File: src/rtl/multdiv_seq.sv
// multdiv_seq
//   Shares one iterative multiplier and one iterative divider between pipeline
//   requests. A request is accepted only while idle; its operands are latched
//   and held on unit_operandA/B for the whole operation because both units
//   sample their operands every cycle. The selected unit gets a one-cycle
//   start pulse, the sequencer waits for that unit's ready flag (or a
//   timeout), then returns the result, exception and destination tag with a
//   one-cycle valid strobe. busy stalls the pipeline while an op is in flight.
//
// Ports
//   clock, reset                      rising-edge clock, async active-high reset
//   start_mult, start_div             request strobes, sampled in IDLE only
//   req_operandA/B, req_tag           request operands and destination tag
//   unit_operandA/B                   latched operands to both units
//   ctrl_MULT, ctrl_DIV               one-cycle unit start pulses
//   mult_result/exception/resultRDY   multiplier return path
//   div_result/exception/resultRDY    divider return path
//   busy                              operation in flight
//   result, result_exception          captured result, held until next capture
//   result_valid, result_tag          completion strobe and tag
//
// state | meaning
// ------+---------------------------------------------------------------
// IDLE  | waiting for start_mult/start_div; operands latched on accept
// ISSUE | one cycle; start pulse driven to the selected unit
// WAIT  | counting cycles until the selected unit's RDY or timeout
// DONE  | one cycle; result_valid strobe with captured result and tag

module multdiv_seq #(
  parameter int TIMEOUT = 40,
  parameter int TAG_W   = 5
) (
  input  logic             clock,
  input  logic             reset,
  input  logic             start_mult,
  input  logic             start_div,
  input  logic [31:0]      req_operandA,
  input  logic [31:0]      req_operandB,
  input  logic [TAG_W-1:0] req_tag,
  output logic [31:0]      unit_operandA,
  output logic [31:0]      unit_operandB,
  output logic             ctrl_MULT,
  output logic             ctrl_DIV,
  input  logic [31:0]      mult_result,
  input  logic             mult_exception,
  input  logic             mult_resultRDY,
  input  logic [31:0]      div_result,
  input  logic             div_exception,
  input  logic             div_resultRDY,
  output logic             busy,
  output logic [31:0]      result,
  output logic             result_exception,
  output logic             result_valid,
  output logic [TAG_W-1:0] result_tag
);

  typedef enum logic [1:0] {IDLE, ISSUE, WAIT, DONE} state_t;

  localparam int              CNT_W    = $clog2(TIMEOUT + 1);
  localparam logic [CNT_W-1:0] CNT_LAST = CNT_W'(TIMEOUT - 1);

  state_t           state;
  logic             op_div;
  logic [TAG_W-1:0] tag_q;
  logic [CNT_W-1:0] cnt;
  logic             sel_rdy;
  logic [31:0]      sel_result;
  logic             sel_exception;

  assign sel_rdy       = op_div ? div_resultRDY  : mult_resultRDY;
  assign sel_result    = op_div ? div_result     : mult_result;
  assign sel_exception = op_div ? div_exception  : mult_exception;

  always_ff @(posedge clock or posedge reset) begin
    if (reset) begin
      state            <= IDLE;
      op_div           <= 1'b0;
      tag_q            <= '0;
      cnt              <= '0;
      unit_operandA    <= '0;
      unit_operandB    <= '0;
      ctrl_MULT        <= 1'b0;
      ctrl_DIV         <= 1'b0;
      busy             <= 1'b0;
      result           <= '0;
      result_exception <= 1'b0;
      result_valid     <= 1'b0;
      result_tag       <= '0;
    end else begin
      ctrl_MULT    <= 1'b0;
      ctrl_DIV     <= 1'b0;
      result_valid <= 1'b0;
      case (state)
        IDLE: begin
          cnt <= '0;
          if (start_mult || start_div) begin
            unit_operandA <= req_operandA;
            unit_operandB <= req_operandB;
            tag_q         <= req_tag;
            op_div        <= !start_mult;   // multiply wins when both are raised
            busy          <= 1'b1;
            if (!start_mult && req_operandB == 32'd0) begin
              // divide by zero never reaches the divider
              state            <= DONE;
              result           <= '0;
              result_exception <= 1'b1;
              result_valid     <= 1'b1;
              result_tag       <= req_tag;
            end else begin
              state     <= ISSUE;
              ctrl_MULT <= start_mult;
              ctrl_DIV  <= !start_mult;
            end
          end
        end
        ISSUE: begin
          cnt   <= '0;
          state <= WAIT;
        end
        WAIT: begin
          cnt <= cnt + 1'b1;
          // RDY in the first WAIT cycle may be left over from an earlier op
          if (cnt != '0 && sel_rdy) begin
            state            <= DONE;
            result           <= sel_result;
            result_exception <= sel_exception;
            result_valid     <= 1'b1;
            result_tag       <= tag_q;
          end else if (cnt == CNT_LAST) begin
            state            <= DONE;
            result           <= '0;
            result_exception <= 1'b1;
            result_valid     <= 1'b1;
            result_tag       <= tag_q;
          end
        end
        DONE: begin
          state <= IDLE;
          busy  <= 1'b0;
        end
        default: begin
          state <= IDLE;
          busy  <= 1'b0;
        end
      endcase
    end
  end

endmodule

File: config.mk
export PLATFORM = sky130hd
export DESIGN_NAME = multdiv_seq
export DESIGN_NICKNAME = d
export VERILOG_FILES = /design/src/rtl/multdiv_seq.sv
export SDC_FILE = /design/constraint.sdc
export NUM_CORES = 1
export LEC_CHECK = 0
export ABC_AREA = 1
export CAP_MARGIN = 20
export CORE_ASPECT_RATIO = 1.1
export CORE_UTILIZATION = 46
export CTS_BUF_LIST = sky130_fd_sc_hd__clkbuf_4 sky130_fd_sc_hd__clkbuf_8
export CTS_CLUSTER_DIAMETER = 40
export CTS_CLUSTER_SIZE = 25
export DETAILED_ROUTE_END_ITERATION = 7
export GPL_TIMING_DRIVEN = 0
export PLACE_DENSITY = 0.88
export SYNTH_ARGS = -nofsm -noshare
export SYNTH_HDL_FRONTEND = slang
export SYNTH_SLANG_ARGS = --single-unit
export TNS_END_PERCENT = 100
File: constraint.sdc
create_clock -name clock -period 7.6 [get_ports clock]
set_input_delay 1.14 -clock clock [delete_from_list [all_inputs] [get_ports clock]]
set_output_delay 1.14 -clock clock [all_outputs]
set_load 0.05 [all_outputs]
==> key figures, run 1 <==
Outcome
  – Status: finished clean

Power
  – Sw frac: 0.488
  – Pleak: 4.18 nW
  – Maximum vdd drop: 0.310 mV
  – Reg power frac: 0.264
  – Clk network pwr share: 0.166
  – NetSw: 1.91 mW
  – Internal: 2.00 mW
  – Pwr per Cell Area: 456 nW/um^2
  – Comb power frac: 0.570

Clock network
  – CTS sink count: 120
  – Post-CTS Resized: 0
  – CTS tree: yes
  – Clock buffer depth: 2
  – CTS root buf: clkbuf_8
  – Post-CTS setup buffers: 0
  – Hold_buf cts: 0
  – Clock transition at the registers of the reported paths: 70 ps
  – # H-tree levels: 4
  – Insertion delay of the later-clocked pin in the worst-skew pair: 430 ps
  – CTS buffer count: 17

Place
  – Buffers on Ports: 246
  – Post-DP HPWL: 12.2 mm
  – Placed Cells: 1095
  – GP Congestion: 0.839
  – Setup WS pre-CTS: 4520 ps

Routing
  – Final wirelength: 16.3 mm
  – DRT iter0 DRCs: 313
  – DR vias/cell: 4.82
  – M1 WL: 6.32 mm
  – Post-route DRC: 0
  – Vias: 5423
  – Met3 WL post-DR: 1.67 mm
  – Antenna Nets Post-Route: 0
  – WL per Instance: 14.5 um
  – Highest routed layer: met4
  – DR WL met2: 8.12 mm
  – DRT Pass-1 Iters: 5

STA
  – Final hold violations: 0
  – Setup Viol. Count Final: 0
  – Max Slew Vio Count: 0
  – Max-slew headroom: 0.589
  – RSZ-0062 raised after global routing: false
  – Achievable Freq: 0.355 GHz
  – Worst-margin pin slew: 615 ps
  – Layout Skew: 11.3 ps
  – Worst Hold Margin: 469 ps
  – Worst Setup Slack, final: 4780 ps
  – Setup TNS: 0 ps
  – Minimum clock period: 2820 ps
  – Final period util: 0.371

Worst setup path
  – Worst path arrival time: 1680 ps
  – WP data required: 6460 ps
  – Setup CP Type: reg -> out
  – Crit. End Element: primary output
  – Crit path max fanout: 2
  – Worst path slowest cell: clkdlybuf4s50_1
  – Worst Path Buf+Inv: 1
  – Worst-path cell chain: clkdlybuf4s50_1
  – Delay-heaviest family, CP: buffers and inverters
  – Crit start category: flip-flop
  – Slowest stage delay, CP: 890 ps

Logic synthesis
  – Netlist cell types: 19
  – Cell Area, Synth: 5450 um^2
  – Avg Inst Size Synth: 7.80 um^2
  – Synth Net Count: 845
  – Synth Instances: 698
  – Synth warn: 0
  – Post-synthesis sequential area ratio: 0.551
  – Yosys reg bits: 120

Floorplanning
  – Rows: 41
  – Die height: 116 um
  – Die W: 106 um
  – Initial Utilization: 0.474
  – Die area: 12300 um^2
  – Io pins: 247
  – Core area: 11500 um^2

Layout
  – Layout overhead on the synthesized area: 57.6%
  – Final core occ: 0.747
  – N_diodes: 0
  – Share of cells above drive strength 1: 0.0625
  – Fin cells: 1126
  – NumNets Final: 1111

GRT
  – Vias in the first global route: 5181
  – Global-route usage over all layers: 0.267
  – Initial antenna violation count: 0
  – GRT overflow: 0
  – First-pass GRT wire length: 25.2 mm
  – Largest net degree at the start of global routing: 83

Run
  – Max-cap violations: 0

Min path
  – Hold crit path type: reg -> reg
-- layout by cell type, fill, tap and decap left out, types with 2 or more instances in the layout --
cell type / count
a21oi_1: 36
buf_2: 17
buf_4: 2
buf_6: 6
bufinv_16: 4
clkbuf_1: 14
clkbuf_4: 2
clkbuf_8: 22
clkdlybuf4s50_1: 246
clkinv_2: 2
dfrtp_1: 120
ha_1: 6
inv_1: 20
nand2_1: 375
nand3_1: 41
nand4_1: 2
nor2_1: 32
nor3_1: 2
nor3b_1: 2
o21ai_0: 18
-- power groups by stage --
| stage | clock [mW] | combinational (mW) | sequential [mW] |
|---|---|---|---|
| final | 0.651 | 2.23 | 1.03 |
| after global routing | 0.693 | 2.39 | 1.06 |
| after CTS | 0.662 | 2.24 | 1.03 |
| after detailed placement | 0 | 2.23 | 1.03 |
| after global placement | 0 | 2.20 | 1.03 |
| after floorplan | 0 | 0.677 | 1.80 |
-- cells in the mapped netlist --
master / count / share of area
nor2_1: 32 / 0.022
o21ai_2: 1 / 0.0016
buf_2: 17 / 0.016
clkbuf_1: 14 / 0.0096
ha_1: 6 / 0.014
buf_6: 6 / 0.012
nand2_1: 375 / 0.26
nand3_1: 41 / 0.038
o21ai_0: 18 / 0.017
a21oi_1: 36 / 0.033
nor3_1: 2 / 0.0018
buf_4: 2 / 0.0028
inv_4: 1 / 0.0011
nor3b_1: 2 / 0.0028
inv_1: 21 / 0.014
nor2_2: 1 / 0.0011
dfrtp_1: 120 / 0.55
nand4_1: 2 / 0.0023
o21a_1: 1 / 0.0014
-- area by class of cell --
type	count	area, um^2
fill	838	2910
buffer	39	220
multi-input combinational	517	2140
clock buffer	24	318
tap	150	188
clock inverter	7	139
sequential	120	3000
inverter	22	90.1
timing repair buffer	247	2490
-- per-stage QoR --
step | total power [mW] | instance area [um^2]
floorplan | 2.48 | 5450
global placement | 3.23 | 8100
detailed placement | 3.26 | 8130
CTS | 3.93 | 8590
global route | 4.14 | 8590
finish | 3.91 | 8590
-- tightest hold or removal path: stages (launching register included) --
cell	delay, ps
dfrtp_1	340
nand2_1	50
nand2_1	50
-- per-layer routing --
layer / vias to the layer above / track usage
li1: 2700 / -
met1: 2479 / 0.295
met2: 224 / 0.471
met3: 20 / 0.116
met4: 0 / 0.0759
met5: - / 0
-- final timing paths --
| kind | startpoint | endpoint | slack, ps | cells past startpoint |
|---|---|---|---|---|
| max in group asynchronous | reset | result[24] | 5800 | 3 |
| setup reg to reg | state[0] | unit_operandA[27] | 5390 | 9 |
| hold / removal | unit_operandB[20] | unit_operandB[20] | 470 | 2 |
| hold reg to reg | unit_operandB[20] | unit_operandB[20] | 470 | 2 |
| setup / recovery | result_exception | result_exception | 4780 | 1 |
| min in group asynchronous | reset | unit_operandA[30] | 1080 | 2 |
-- registers in the layout, indices dropped and copies added (netlist names) --
register / count
ctrl_DIV: 1
busy: 1
cnt: 6
unit_operandB: 32
unit_operandA: 32
tag_q: 5
state: 2
result: 32
result_tag: 5
result_exception: 1
ctrl_MULT: 1
op_div: 1
result_valid: 1
-- logic make-up after synthesis --
kind of cell	count (synthesis)	share of synthesized area
flops	120	0.551
buf+inv	61	0.0561
fa+ha+maj	6	0.0138
simple gates	455	0.326
compound gates	56	0.0526
Power figures use the tool's default switching activity.
==> run 2: changes to the inputs <==
--- a/config.mk
+++ b/config.mk
@@ -8,13 +8,13 @@
 export ABC_AREA = 1
 export CAP_MARGIN = 20
 export CORE_ASPECT_RATIO = 1.1
-export CORE_UTILIZATION = 46
+export CORE_UTILIZATION = 43
 export CTS_BUF_LIST = sky130_fd_sc_hd__clkbuf_4 sky130_fd_sc_hd__clkbuf_8
 export CTS_CLUSTER_DIAMETER = 40
 export CTS_CLUSTER_SIZE = 25
 export DETAILED_ROUTE_END_ITERATION = 7
 export GPL_TIMING_DRIVEN = 0
-export PLACE_DENSITY = 0.88
+export PLACE_DENSITY = 0.83
 export SYNTH_ARGS = -nofsm -noshare
 export SYNTH_HDL_FRONTEND = slang
 export SYNTH_SLANG_ARGS = --single-unit
==> constraint.sdc (replaced) <==
create_clock -name clock -period 2.8 [get_ports clock]
set_input_delay 0.42 -clock clock [delete_from_list [all_inputs] [get_ports clock]]
set_output_delay 0.42 -clock clock [all_outputs]
set_load 0.05 [all_outputs]
==> run 2 against run 1 <==
- clock power is 120% higher
- final area is 0.77% lower
- sequential power increased to 2.7 times the previous value
- die area is 6.8% higher
- hold slack got worse by 79 ps
- critical path depth rose by 8
- global-route usage fell by 1.0 points
- worst setup slack lost 4200 ps
- via count is 0.11% higher
- combinational power grew to 2.7 times the previous value
- critical path type is now reg -> reg
- critical endpoint is now unit_operandA[28]
==> key figures, run 2 (synthesis results as in run 1) <==
Outcome
  – Status: finished clean (unchanged)

Floorplanning
  – Die area: 13100 um^2 (was 12300 um^2)
  – Die W: 109 um (was 106 um)
  – Initial Utilization: 0.447 (was 0.474)
  – Die height: 120 um (was 116 um)
  – Core area: 12200 um^2 (was 11500 um^2)
  – Io pins: 247 (unchanged)
  – Rows: 42 (was 41)

Worst setup path
  – Crit path top cell by count: inv_1
  – Beginning of the worst register-to-register path: state[0] (unchanged)
  – R2R depth: 9 (unchanged)
  – Worst-path cell chain: inv_1 -> ha_1 -> inv_1 -> nor2_1 -> inv_1 -> clkbuf_1 -> clkbuf_1 -> nand2_1 -> nand2_1 (was clkdlybuf4s50_1)
  – Crit path max fanout: 10 (was 2)
  – R2R Setup Slk: 590 ps (was 5390 ps)
  – Crit start category: flip-flop (unchanged)
  – Worst Path Buf+Inv: 5 (was 1)
  – Setup CP Type: reg -> reg (was reg -> out)
  – Slowest stage delay, CP: 400 ps (was 890 ps)
  – Crit. End Element: flip-flop (was primary output)
  – Delay-heaviest family, CP: buffers and inverters (unchanged)
  – R2R Path End: unit_operandA[28] (was unit_operandA[27])
  – Worst path slowest cell: dfrtp_1 (was clkdlybuf4s50_1)
  – Worst path arrival time: 2520 ps (was 1680 ps)
  – WP data required: 3120 ps (was 6460 ps)

Clock network
  – Hold_buf cts: 0 (unchanged)
  – Clock buffer depth: 2 (unchanged)
  – CTS buffer count: 17 (unchanged)
  – CTS root buf: clkbuf_8 (unchanged)
  – Clock transition at the registers of the reported paths: 70 ps (about the same)
  – Post-CTS Resized: 0 (unchanged)
  – CTS sink count: 120 (unchanged)
  – Post-CTS setup buffers: 0 (unchanged)
  – CTS tree: yes (unchanged)
  – Insertion delay of the later-clocked pin in the worst-skew pair: 420 ps (was 430 ps)
  – # H-tree levels: 4 (unchanged)

Layout
  – Most common cell after layout, fill and taps aside: nand2_1 (unchanged)
  – NumNets Final: 1113 (was 1111)
  – # fillers: 973 (was 838)
  – Cell area after layout: 8520 um^2 (was 8590 um^2)
  – Commonest cells after routing, fill and taps aside: nand2_1, clkdlybuf4s50_1, dfrtp_1 (unchanged)
  – Share of cells above drive strength 1: 0.0644 (was 0.0625)
  – N_diodes: 0 (unchanged)
  – Layout overhead on the synthesized area: 56.4% (was 57.6%)
  – Top Registers: result: 32 flops, unit_operandA: 32 flops, unit_operandB: 32 flops (unchanged)
  – Final core occ: 0.699 (was 0.747)

Power
  – Overall power: 10.2 mW (was 3.91 mW)
  – Maximum vdd drop: 0.840 mV (was 0.310 mV)
  – Pwr per Cell Area: 1200 nW/um^2 (was 456 nW/um^2)
  – Pleak: 4.13 nW (was 4.18 nW)

Routing
  – DRT Pass-1 Iters: 4 (was 5)
  – Post-route DRC: 0 (unchanged)
  – DR vias/cell: 4.80 (was 4.82)
  – DRT iter0 DRCs: 266 (was 313)
  – Antenna Nets Post-Route: 0 (unchanged)
  – WL per Instance: 14.3 um (was 14.5 um)
  – Vias: 5429 (was 5423)
  – Final wirelength: 16.2 mm (was 16.3 mm)

GRT
  – Initial antenna violation count: 0 (unchanged)
  – Largest net degree at the start of global routing: 43 (was 83)
  – Global-route usage over all layers: 0.257 (was 0.267)
  – GRT overflow: 0 (unchanged)
  – Vias in the first global route: 5346 (was 5181)
  – First-pass GRT wire length: 25.5 mm (was 25.2 mm)

STA
  – Final hold violations: 0 (unchanged)
  – Max-slew headroom: 0.598 (was 0.589)
  – Layout Skew: 6.44 ps (was 11.3 ps)
  – Minimum clock period: 2210 ps
  – Setup Viol. Count Final: 0 (unchanged)
  – Setup TNS: 0 ps (unchanged)
  – Achievable Freq: 0.453 GHz
  – Worst-margin pin slew: 602 ps (was 615 ps)
  – Final period util: 0.788
  – RSZ-0062 raised after global routing: false (unchanged)
  – Worst Setup Slack, final: 594 ps (was 4780 ps)
  – Max Slew Vio Count: 0 (unchanged)

Place
  – GP Congestion: 0.818 (was 0.839)
  – Cell Area, Placed: 8170 um^2 (was 8130 um^2)
  – Setup WS pre-CTS: 477 ps (was 4520 ps)
  – Buffers on Ports: 246 (unchanged)
  – Post-DP HPWL: 12.4 mm (was 12.2 mm)

Run
  – Max-cap violations: 0 (unchanged)

Min path
  – Hold crit path type: in -> async (was reg -> reg)
## run 2: through the flow
stage	hold slack, ps	cells
final	390	1132
after global routing	398	1132
after CTS	374	1132
after detailed placement	457	1101
after global placement	452	1098
after floorplan	453	698
## run 2: report_power, final
part           leakage, nW  switching (mW)  internal [mW]
clock                0.171           0.691          0.710
combinational         2.42            4.11           1.91
sequential            1.54           0.391           2.42
total                 4.13            5.20           5.05
## run 2: metal layers
| layer | track usage | part of all wire |
|---|---|---|
| met2 | 0.443 | 0.49 |
| met3 | 0.106 | 0.11 |
| met4 | 0.0733 | 0.010 |
| met1 | 0.288 | 0.39 |
| met5 | 0 | 0 |
## run 2: cell type report
| type | count | area (um^2) | area share |
|---|---|---|---|
| flip-flops and latches | 120 | 3000 | 0.352 |
| repair buffers | 249 | 2520 | 0.296 |
| multi-input cells | 517 | 2140 | 0.251 |
| clock buffers | 19 | 249 | 0.0292 |
| plain buffers | 39 | 220 | 0.0258 |
| well taps | 154 | 193 | 0.0226 |
| clock inverters | 12 | 105 | 0.0123 |
| inverters | 22 | 88.8 | 0.0104 |
## run 2: how the worst max path moves through the flow
stage                     startpoint           endpoint  slack [ps]  cells past startpoint
final                       state[0]  unit_operandA[28]         590                      9
after global routing        state[0]  unit_operandA[23]         390                      9
after CTS                   state[0]  unit_operandA[28]         570                      9
after detailed placement   start_div  unit_operandA[27]         480                      8
after global placement         reset  unit_operandA[23]        -230                      2
after floorplan                reset               busy         910                      1
## run 2: worst register-to-register path: stages, from the launching register on
cell	delay (ps)
dfrtp_1	400
inv_1	110
ha_1	260
inv_1	100
nor2_1	360
inv_1	100
clkbuf_1	280
clkbuf_1	300
nand2_1	130
nand2_1	50
==> run 3: changes to the inputs <==
==> constraint.sdc (replaced) <==
create_clock -name clock -period 2.05 [get_ports clock]
set_input_delay 0.3075 -clock clock [delete_from_list [all_inputs] [get_ports clock]]
set_output_delay 0.3075 -clock clock [all_outputs]
set_load 0.05 [all_outputs]
==> run 3 against run 2 <==
- core utilization increased by 0.11 points
- clock power increased by 37%
- final area increased by 0.16%
- critical endpoint is now unit_operandB[4]
- largest power group unchanged
==> key figures, run 3 (synthesis results as in run 1) <==
Worst setup path
  – Worst path arrival time: 1660 ps (was 2520 ps)
  – Beginning of the worst register-to-register path: state[0] (unchanged)
  – Critical path startpoint: unit_operandB[4] (was state[0])
  – Critical path depth: 1 (was 9)
  – Crit path to: unit_operandB[4] (was unit_operandA[28])
  – Crit start category: flip-flop (unchanged)
  – Crit. End Element: primary output (was flip-flop)
  – WP data required: 1740 ps (was 3120 ps)
  – R2R Setup Slk: 150 ps (was 590 ps)
  – Setup CP Type: reg -> out (was reg -> reg)
  – R2R Path End: unit_operandB[14] (was unit_operandA[28])
  – R2R depth: 9 (unchanged)
  – Worst Path Buf+Inv: 1 (was 5)
  – Slowest stage delay, CP: 850 ps (was 400 ps)
  – Crit path max fanout: 2 (was 10)
  – Worst path slowest cell: clkdlybuf4s50_1 (was dfrtp_1)
  – Delay-heaviest family, CP: buffers and inverters (unchanged)
  – Worst-path cell chain: clkdlybuf4s50_1 (was inv_1 -> ha_1 -> inv_1 -> nor2_1 -> inv_1 -> clkbuf_1 -> clkbuf_1 -> nand2_1 -> nand2_1)

Routing
  – DRT iter0 DRCs: 245 (was 266)
  – Post-route DRC: 0 (unchanged)
  – DRT Pass-1 Iters: 4 (unchanged)
  – Antenna Nets Post-Route: 0 (unchanged)
  – Final wirelength: 16.2 mm (about the same)
  – WL per Instance: 14.4 um (was 14.3 um)
  – Vias: 5423 (was 5429)
  – DR vias/cell: 4.79 (was 4.80)

Layout
  – NumNets Final: 1112 (was 1113)
  – Most common cell after layout, fill and taps aside: nand2_1 (unchanged)
  – N_diodes: 0 (unchanged)
  – Top Registers: result: 32 flops, unit_operandA: 32 flops, unit_operandB: 32 flops (unchanged)
  – Register area: 3000 um^2 (unchanged)
  – Fin cells: 1131 (was 1132)
  – # fillers: 974 (was 973)
  – Cell area after layout: 8530 um^2 (was 8520 um^2)
  – Share of cells above drive strength 1: 0.0686 (was 0.0644)
  – Commonest cells after routing, fill and taps aside: nand2_1, clkdlybuf4s50_1, dfrtp_1 (unchanged)
  – Multi-input logic area: 2150 um^2 (was 2140 um^2)
  – Layout overhead on the synthesized area: 56.7% (was 56.4%)

GRT
  – First-pass GRT wire length: 25.5 mm (about the same)
  – Vias in the first global route: 5348 (was 5346)
  – Initial antenna violation count: 0 (unchanged)
  – GRT overflow: 0 (unchanged)
  – Global-route usage over all layers: 0.257 (about the same)
  – Largest net degree at the start of global routing: 43 (unchanged)

Floorplanning
  – Rows: 42 (unchanged)
  – Io pins: 247 (unchanged)
  – Core area: 12200 um^2 (unchanged)
  – Die area: 13100 um^2 (unchanged)
  – Initial Utilization: 0.447 (unchanged)
  – Die W: 109 um (unchanged)
  – Die height: 120 um (unchanged)

STA
  – Max-slew headroom: 0.597 (was 0.598)
  – Max Slew Vio Count: 0 (unchanged)
  – Achievable Freq: 0.509 GHz
  – Final hold violations: 0 (unchanged)
  – Worst Hold Margin: 272 ps (was 390 ps)
  – Worst-margin pin slew: 602 ps (about the same)
  – Minimum clock period: 1960 ps
  – Layout Skew: 5.12 ps (was 6.44 ps)
  – Final period util: 0.958
  – Setup Viol. Count Final: 0 (unchanged)
  – Setup TNS: 0 ps (unchanged)

Clock network
  – Insertion delay of the later-clocked pin in the worst-skew pair: 420 ps (about the same)
  – CTS root buf: clkbuf_8 (unchanged)
  – Post-CTS Resized: 2 (was 0)
  – CTS sink count: 120 (unchanged)
  – # H-tree levels: 4 (unchanged)
  – Hold_buf cts: 0 (unchanged)
  – Post-CTS setup buffers: 0 (unchanged)
  – Clock buffer depth: 2 (unchanged)
  – Clock transition at the registers of the reported paths: 70 ps (about the same)
  – CTS buffer count: 17 (unchanged)
  – CTS tree: yes (unchanged)

Power
  – Pwr per Cell Area: 1640 nW/um^2 (was 1200 nW/um^2)
  – Maximum vdd drop: 1.15 mV (was 0.840 mV)
  – Overall power: 14.0 mW (was 10.2 mW)
  – Pleak: 4.14 nW (was 4.13 nW)

Place
  – Placed Cells: 1101 (unchanged)
  – Cell Area, Placed: 8170 um^2 (unchanged)
  – Post-DP HPWL: 12.4 mm (unchanged)
  – GP Congestion: 0.818 (unchanged)
  – Buffers on Ports: 246 (unchanged)

Outcome
  – Status: finished clean (unchanged)

Min path
  – Hold crit path type: in -> async (unchanged)

Run
  – Max-cap violations: 0 (unchanged)
-- run 3: cell count changes in the layout (fill, tap and decap cells not counted), sizes merged --
cell / before / now
buf: 28 / 27
-- run 3: metal layers --
metal,share of wire,vias up,GRT usage
li1,-,2698,-
met5,0,-,0
met2,0.49,223,0.443
met3,0.11,20,0.106
met1,0.39,2482,0.288
met4,0.013,0,0.0733
-- run 3: worst min-delay path by stage --
stage,startpoint,to,slack [ps],depth (start not counted)
CTS,reset,unit_operandB[28],260,2
finish,reset,unit_operandB[11],270,2
global route,reset,unit_operandB[27],290,2
floorplan,start_mult,ctrl_MULT,410,2
global placement,result[18],result[18],450,2
detailed placement,unit_operandB[18],unit_operandB[18],460,2
-- run 3: final cells by class --
type | count | share of cell area
Sequential cell | 120 | 0.352
Multi-Input combinational cell | 517 | 0.252
Tap cell | 154 | 0.0226
Buffer | 38 | 0.0260
Timing Repair Buffer | 249 | 0.296
Clock inverter | 12 | 0.0123
Inverter | 22 | 0.0104
Clock buffer | 19 | 0.0292
-- run 3: power by group --
group | leakage, nW | internal [mW] | switching (mW)
sequential | 1.54 | 3.31 | 0.533
combinational | 2.43 | 2.63 | 5.63
clock | 0.171 | 0.970 | 0.948
total | 4.14 | 6.91 | 7.11
-- run 3: stage by stage --
step | utilization | worst slack [ps]
global placement | 0.665 | -869
detailed placement | 0.670 | -169
finish | 0.700 | 85.7
floorplan | - | 273
CTS | 0.699 | 13.3
global route | 0.700 | -4.77
